File: src/rtl/array_pattern_sink.sv
// array_pattern_sink
//   Receiving end for a block that drives a constant multi-bit word. Each
//   word accepted over the valid/ready handshake is compared against
//   EXPECTED. After LOCK_COUNT consecutive matches the sink reports lock.
//   Any mismatch after lock parks the sink in ERROR until clear or reset.
//   Saturating match/mismatch counters are kept for debug visibility.
//
// Ports
//   CLK            rising-edge clock
//   ASYNCRESETN    asynchronous active-low reset
//   I / I_valid    incoming word and its valid strobe
//   I_ready        sink can accept (low only in ERROR)
//   clear          synchronous clear of state, O, counters and error
//   O              last accepted word (registered)
//   locked         high while in LOCKED
//   error          sticky mismatch-after-lock flag
//   match_count    accepted words equal to EXPECTED (saturating)
//   mismatch_count accepted words not equal to EXPECTED (saturating)
module array_pattern_sink #(
   parameter int                WIDTH      = 2,
   parameter logic [WIDTH-1:0]  EXPECTED   = 2'b11,
   parameter int                LOCK_COUNT = 4,
   parameter int                CNT_W      = 8
) (
   input  logic             CLK,
   input  logic             ASYNCRESETN,
   input  logic [WIDTH-1:0] I,
   input  logic             I_valid,
   output logic             I_ready,
   input  logic             clear,
   output logic [WIDTH-1:0] O,
   output logic             locked,
   output logic             error,
   output logic [CNT_W-1:0] match_count,
   output logic [CNT_W-1:0] mismatch_count
);

   localparam int                RUN_W    = $clog2(LOCK_COUNT + 1);
   localparam logic [RUN_W-1:0]  LOCK_RUN = RUN_W'(LOCK_COUNT);
   localparam logic [CNT_W-1:0]  CNT_MAX  = '1;

   typedef enum logic [1:0] {IDLE, SYNC, LOCKED, ERROR} state_t;

   state_t           state, state_nxt;
   logic [RUN_W-1:0] run, run_nxt, run_inc;
   logic             accept, hit;

   // Ready depends on state only, never on I_valid.
   assign I_ready = (state != ERROR);
   assign locked  = (state == LOCKED);
   assign error   = (state == ERROR);
   assign accept  = I_valid & I_ready;
   assign hit     = (I == EXPECTED);
   assign run_inc = run + RUN_W'(1);

   always_ff @(posedge CLK or negedge ASYNCRESETN) begin
      if (!ASYNCRESETN) begin
         state <= IDLE;
         run   <= '0;
      end else begin
         state <= state_nxt;
         run   <= run_nxt;
      end
   end

   always_comb begin
      state_nxt = state;
      run_nxt   = run;
      if (clear) begin
         // clear wins over a simultaneous handshake; that word is dropped
         state_nxt = IDLE;
         run_nxt   = '0;
      end else if (accept) begin
         case (state)
            IDLE: begin
               if (hit) begin
                  if (LOCK_COUNT == 1) begin
                     state_nxt = LOCKED;
                     run_nxt   = LOCK_RUN;
                  end else begin
                     state_nxt = SYNC;
                     run_nxt   = RUN_W'(1);
                  end
               end else begin
                  run_nxt = '0;
               end
            end
            SYNC: begin
               if (hit) begin
                  run_nxt = run_inc;
                  if (run_inc == LOCK_RUN) state_nxt = LOCKED;
               end else begin
                  state_nxt = IDLE;
                  run_nxt   = '0;
               end
            end
            LOCKED: begin
               if (!hit) state_nxt = ERROR;
            end
            default: ;
         endcase
      end
   end

   // Datapath: captured word and saturating counters.
   always_ff @(posedge CLK or negedge ASYNCRESETN) begin
      if (!ASYNCRESETN) begin
         O              <= '0;
         match_count    <= '0;
         mismatch_count <= '0;
      end else if (clear) begin
         O              <= '0;
         match_count    <= '0;
         mismatch_count <= '0;
      end else if (accept) begin
         O <= I;
         if (hit) begin
            if (match_count != CNT_MAX) match_count <= match_count + CNT_W'(1);
         end else begin
            if (mismatch_count != CNT_MAX) mismatch_count <= mismatch_count + CNT_W'(1);
         end
      end
   end

endmodule
File: config.mk
export PLATFORM = sky130hd
export DESIGN_NAME = array_pattern_sink
export DESIGN_NICKNAME = d
export VERILOG_FILES = /design/src/rtl/array_pattern_sink.sv
export SDC_FILE = /design/constraint.sdc
export NUM_CORES = 1
export LEC_CHECK = 0
export ABC_AREA = 1
export CAP_MARGIN = 20
export CORE_MARGIN = 2
export CORE_UTILIZATION = 30
export CTS_CLUSTER_SIZE = 12
export DETAILED_ROUTE_END_ITERATION = 16
export MAX_ROUTING_LAYER = met4
export SETUP_SLACK_MARGIN = 0.15
export SKIP_CTS_REPAIR_TIMING = 1
export SLEW_MARGIN = 20
export SYNTH_ARGS = -nofsm -noshare
export SYNTH_HDL_FRONTEND = slang
export SYNTH_SLANG_ARGS = --single-unit
File: constraint.sdc
create_clock -name CLK -period 1.3 [get_ports CLK]
set_input_delay 0.26 -clock CLK [delete_from_list [all_inputs] [get_ports CLK]]
set_output_delay 0.26 -clock CLK [all_outputs]
set_load 0.02 [all_outputs]
== Yosys cells after proc, flatten, opt, wreduce, memory -nomap -nowiden ==
Cells that the tools add are included.

* Bitwise operators: 1
* Reduce and logical (&&, ||, !) cells: 11
* Equal/unequal tests: 12
* Muxes and demuxes: 22
* Add/sub/neg operators: 3

{| class="wikitable"
|+ Operators with widths
! operator !! number
|-
| 2-to-1 mux 8 bit || 8
|-
| adder 8 x 1 -> 8 bit, second input constant || 2
|-
| 2-to-1 mux 2 bit || 8
|-
| inequality test 8 bit, second input constant || 2
|-
| 2-to-1 mux 3 bit || 3
|-
| nonzero test 2 bit || 4
|-
| == test 2 bit, second input constant || 3
|-
| inequality test 3 bit, second input constant || 2
|-
| case mux 2 bit (3 select lines) || 1
|-
| case mux 3 bit (2 select lines) || 1
|-
| AND reduction 3 bit || 2
|-
| AND reduction 5 bit || 1
|-
| inequality test 2 bit, second input constant || 2
|-
| inequality test 4 bit, second input constant || 1
|-
| nonzero test 4 bit || 1
|-
| adder 3 x 1 -> 3 bit, second input constant || 1
|-
| == test 3 bit, second input constant || 1
|-
| nonzero test 3 bit || 1
|-
| == test 2 x 1 -> 1 bit, second input constant || 1
|-
| logical NOT 2 bit || 1
|-
| AND reduction 2 bit || 1
|-
| AND 1 bit || 1
|-
| 2-to-1 mux 1 bit || 1
|}

* Output and inout port bits: 21
* Bits in registers: 23
* Word-level logic and storage cells: 54
* Input bits: 6

== Logic depth before layout (Yosys ltp) ==
* Word-level depth: 7
* Depth in mapped cells: 10
* Mapped depth without buffers: 9

== Worst setup path after synthesis ==
OpenSTA, ideal clock, no wires.

* Kind: reg2reg
* From: register state[0]
* To: register match_count[5]
* Period minus slack after synthesis: 1630 ps
* Stages on the path, launching flop included: 9
* Path slack: -330 ps
* Data required time: 1178 ps
* Library setup time: 122 ps
* Buffers on the path: 1
* Arrival time: 1509 ps
* Cells stage by stage: dfrtp_1 ha_1 inv_2 nand2_1 o21ai_1 nand2_4 buf_6 nand2_1 o21ai_1

* Word-level cells in the longest chain between the ends: 4

{| class="wikitable"
|+ RTL lines
! what !! RTL line !! RTL
|-
| start: declaration || 44 || <nowiki>state_t state, state_nxt;</nowiki>
|-
| start signal: assignment || 61 || <nowiki>state <= state_nxt;</nowiki>
|-
| inequality test 2 bit || 49 || <nowiki>assign I_ready = (state != ERROR);</nowiki>
|-
| named net I_ready || 29 || <nowiki>output logic I_ready,</nowiki>
|-
| AND 1 bit || 52 || <nowiki>assign accept = I_valid & I_ready;</nowiki>
|-
| nonzero test 2 bit (no source line) || - ||
|-
| AND reduction 3 bit (no source line) || - ||
|-
| end signal: assignment || 118 || <nowiki>if (match_count != CNT_MAX) match_count <= match_count + CNT_W'(1);</nowiki>
|-
| end: declaration || 34 || <nowiki>output logic [CNT_W-1:0] match_count,</nowiki>
|}

The timed path passes the listed nets, and every way through them passes these cells.
A chain may end at the register's enable or synchronous reset.

== Worst setup path in the final report ==
* From: register state[1]
* To: register mismatch_count[3]

* Word-level cells in the longest chain between the ends: 4

{| class="wikitable"
|+ RTL lines
! what !! RTL line !! RTL
|-
| inequality test 2 bit || 49 ||
|-
| AND 1 bit || 52 ||
|-
| nonzero test 2 bit (no source line) || - ||
|-
| AND reduction 3 bit (no source line) || - ||
|-
| end signal: assignment || 120 || <nowiki>if (mismatch_count != CNT_MAX) mismatch_count <= mismatch_count + CNT_W'(1);</nowiki>
|-
| end: declaration || 35 || <nowiki>output logic [CNT_W-1:0] mismatch_count</nowiki>
|}

No other way between the ends.

==> results.cfg <==
[timing]
tightest_slew_ps = 226
layout_min_cycle_time_ps = 1450
finClkSkew_ps = 4.28
max_freq_mhz = 690
rsz0062_at_grt = true
hold_viol_final = 0
maxSlewHeadroom_pct = 84.9
slew_viol_final = 0
setup_viol = 24
layout_setup_ws_ps = -150
layout_worst_path_cycle_share_pct = 112

[synthesis]
synthAdderAreaFrac_pct = 6.63
muxShareOfSynthArea_pct = 0
synth_xor_area_share_pct = 0.580
synth-seq-cells = 23
synth.distinct_cells = 24
ys_top_cells_by_count = 62 x nand2_1, 23 x dfrtp_1, 22 x nand3_1
synth_compound_area_share_pct = 11.3
syn-num-nets = 211
synth.most_common_cell = nand2_1
netlist_instances = 197
synth_area_leaders = dfrtp_1 38%, nand2_1 15%, nand3_1 7.3%
synthArstFlopShare_pct = 100
avgSynthCellArea_um2 = 7.66
yosysTopAreaCellShare_pct = 38.1
synth_ff_type = dfrtp_1
synth-simple-area-share_pct = 36.5
synth_edf_count = 0
yosysWarnings = 0
synth_top_area_cell = dfrtp_1
synth_area_mm2 = 0.00151
synth_top_family_by_area = simple AND/OR/NAND/NOR gates
ys_seq_area_share_pct = 38.1

[grt]
grt_max_degree = 24
use_met3_pct = 2.01
grt_remaining_overflow = 0
grt_pass1_wl_um = 5910
busiest_layer = met2
antenna_found_initial = 0
globalRouteMet1Util_pct = 17.3
first_global_vias = 1394
grt_usage_pct = 13.8
use_met2_pct = 22.9

[critical_path]
slowest_delay_ps = 460
endpoint_kind = register
path_class = reg -> reg
path_max_fanout = 8
arrival_ps = 1620
crit_chain = ha_4 > clkinv_4 > buf_6 > nand2_4 > nand2_4 > o21ai_2 > inv_4 > nand2_8 > nand2_2 > o21ai_2
path_buf_inv = 3
crit_slowest_cell = dfrtp_2
start_kind = register
crit_family = flip-flops
worst_ep_required_time_ps = 1470

[placed_design]
routabilityCongestion = 0.875
placed_area_mm2 = 0.00215
post-place-cells = 318
io_buffer_count = 26
hpwlAfterDp_um = 2520

[layout]
syn_to_final_growth_pct = 54.4
fill_cells = 478
drive_above_1_share_pct = 47.5
final_area_mm2 = 0.00233
stdcell_count = 324
antenna_cells = 0
nets = 272

[cts]
clock_path_buffers = 2
cts_root_buf = clkbuf_8
cts_buffers = 3
cts_tree = built
cts_sinks = 23
insertion_delay_ps = 270
htree_levels = 1
cts.clk_slew.worst_paths_ps = 90

[floorplanning]
dieArea_mm2 = 0.00561
rows = 25
fp.dieW_um = 74.9
dieHeight_um = 74.9
core_area_mm2 = 0.00479
start_util_pct = 31.5
ios = 27

[drt]
routedWlPerCell_um = 11.2
dr.pass1.iters = 4
antenna_left = 0
totalWireLength_um = 3610
drtIter0Drc = 65
dr_total_vias = 1473
vias_per_cell = 4.55
drc_errors = 0

[power_and_ir_drop]
power_density_mw_per_mm2 = 905
p_leak_nw = 1.13
peakVddDrop_mv = 0.516

[run_status]
violations = setup timing
status = complete, but fails checks

[hold_path]
hp-class = in -> async

[run]
maxCapViolCount = 0
-- worst reg2reg max path, stage by stage (launching register included) --
cell      delay (ps)
dfrtp_2          460
ha_4             190
clkinv_4          40
buf_6             80
nand2_4           50
nand2_4           80
o21ai_2           70
inv_4            110
nand2_8          120
nand2_2           90
o21ai_2           40
-- state kept, by name (all words and copies together) (netlist names) --
register and flops:
O 2, match_count 8, run 3, mismatch_count 8, state 2
-- path summary, 6_finish.rpt --
path	startpoint	endpoint	slack, ps	cells past startpoint
hold reg to reg	O[0]	O[0]	510	2
hold / removal	ASYNCRESETN	run[0]	330	2
setup reg to reg	state[1]	mismatch_count[3]	-150	10
min in group CLK	O[0]	O[0]	510	2
setup / recovery	state[1]	mismatch_count[3]	-150	10
max in group asynchronous	ASYNCRESETN	match_count[1]	810	2
-- per-stage QoR --
| step | worst slack [ps] | power, W | hold slack [ps] | TNS [ps] | util [%] |
|---|---|---|---|---|---|
| 2_1_floorplan | -91.9 | 0.00120 | -35.6 | -1030 | - |
| 3_3_place_gp | -284 | 0.00147 | 489 | -5750 | 44.8 |
| 3_5_place_dp | -323 | 0.00149 | 498 | -6070 | 44.8 |
| 4_1_cts | -547 | 0.00195 | 332 | -8310 | 45.8 |
| 5_1_grt | -208 | 0.00224 | 340 | -3950 | 48.7 |
| 6_report | -150 | 0.00211 | 328 | -2060 | 48.7 |
-- layout make-up --
type	count	area [µm²]	area share (%)
inverters	17	73.8	3.17
flip-flops and latches	23	582	25.0
well taps	67	83.8	3.60
multi-input cells	154	1060	45.7
clock buffers	3	41.3	1.77
clock inverters	1	5.00	0.215
repair buffers	59	479	20.6
-- where the power goes --
part	switching (W)	internal [W]	leakage [nW]
Combinational	0.000423	0.000382	0.800
Sequential	0.0000685	0.000770	0.307
Clock	0.000250	0.000214	0.0255
-- layer usage --
layer / routed length (µm) / part of all wire [%]
met3: 70 / 1.9
met5: 0 / 0
met1: 1610 / 45
met2: 1890 / 52
met4: 43 / 1.2
-- logic make-up after synthesis --
| kind of cell | count (synthesis) |
|---|---|
| buf+inv | 21 |
| simple gates | 118 |
| compound gates | 26 |
| flops | 23 |
| xor+xnor | 1 |
| fa+ha+maj | 8 |
-- layout by cell type, fill, tap and decap left out, types with 3 or more instances in the layout --
cell / netlist / final
inv_2: 3 / 3
nand3_1: 22 / 19
o21ai_2: 8 / 11
buf_4: 0 / 29
clkbuf_2: 0 / 11
dfrtp_1: 23 / 18
nor2_4: 2 / 3
o21ai_1: 10 / 9
nand2_1: 62 / 50
nor2_2: 0 / 4
clkdlybuf4s50_1: 0 / 5
nand3_2: 2 / 4
nand2_4: 2 / 11
ha_4: 0 / 6
buf_6: 1 / 9
nor2_1: 14 / 9
clkbuf_8: 0 / 3
dfrtp_2: 0 / 5
inv_1: 14 / 11
nand2_2: 9 / 11
o21bai_1: 4 / 4
No activity file was read; power rests on OpenSTA's default activity.
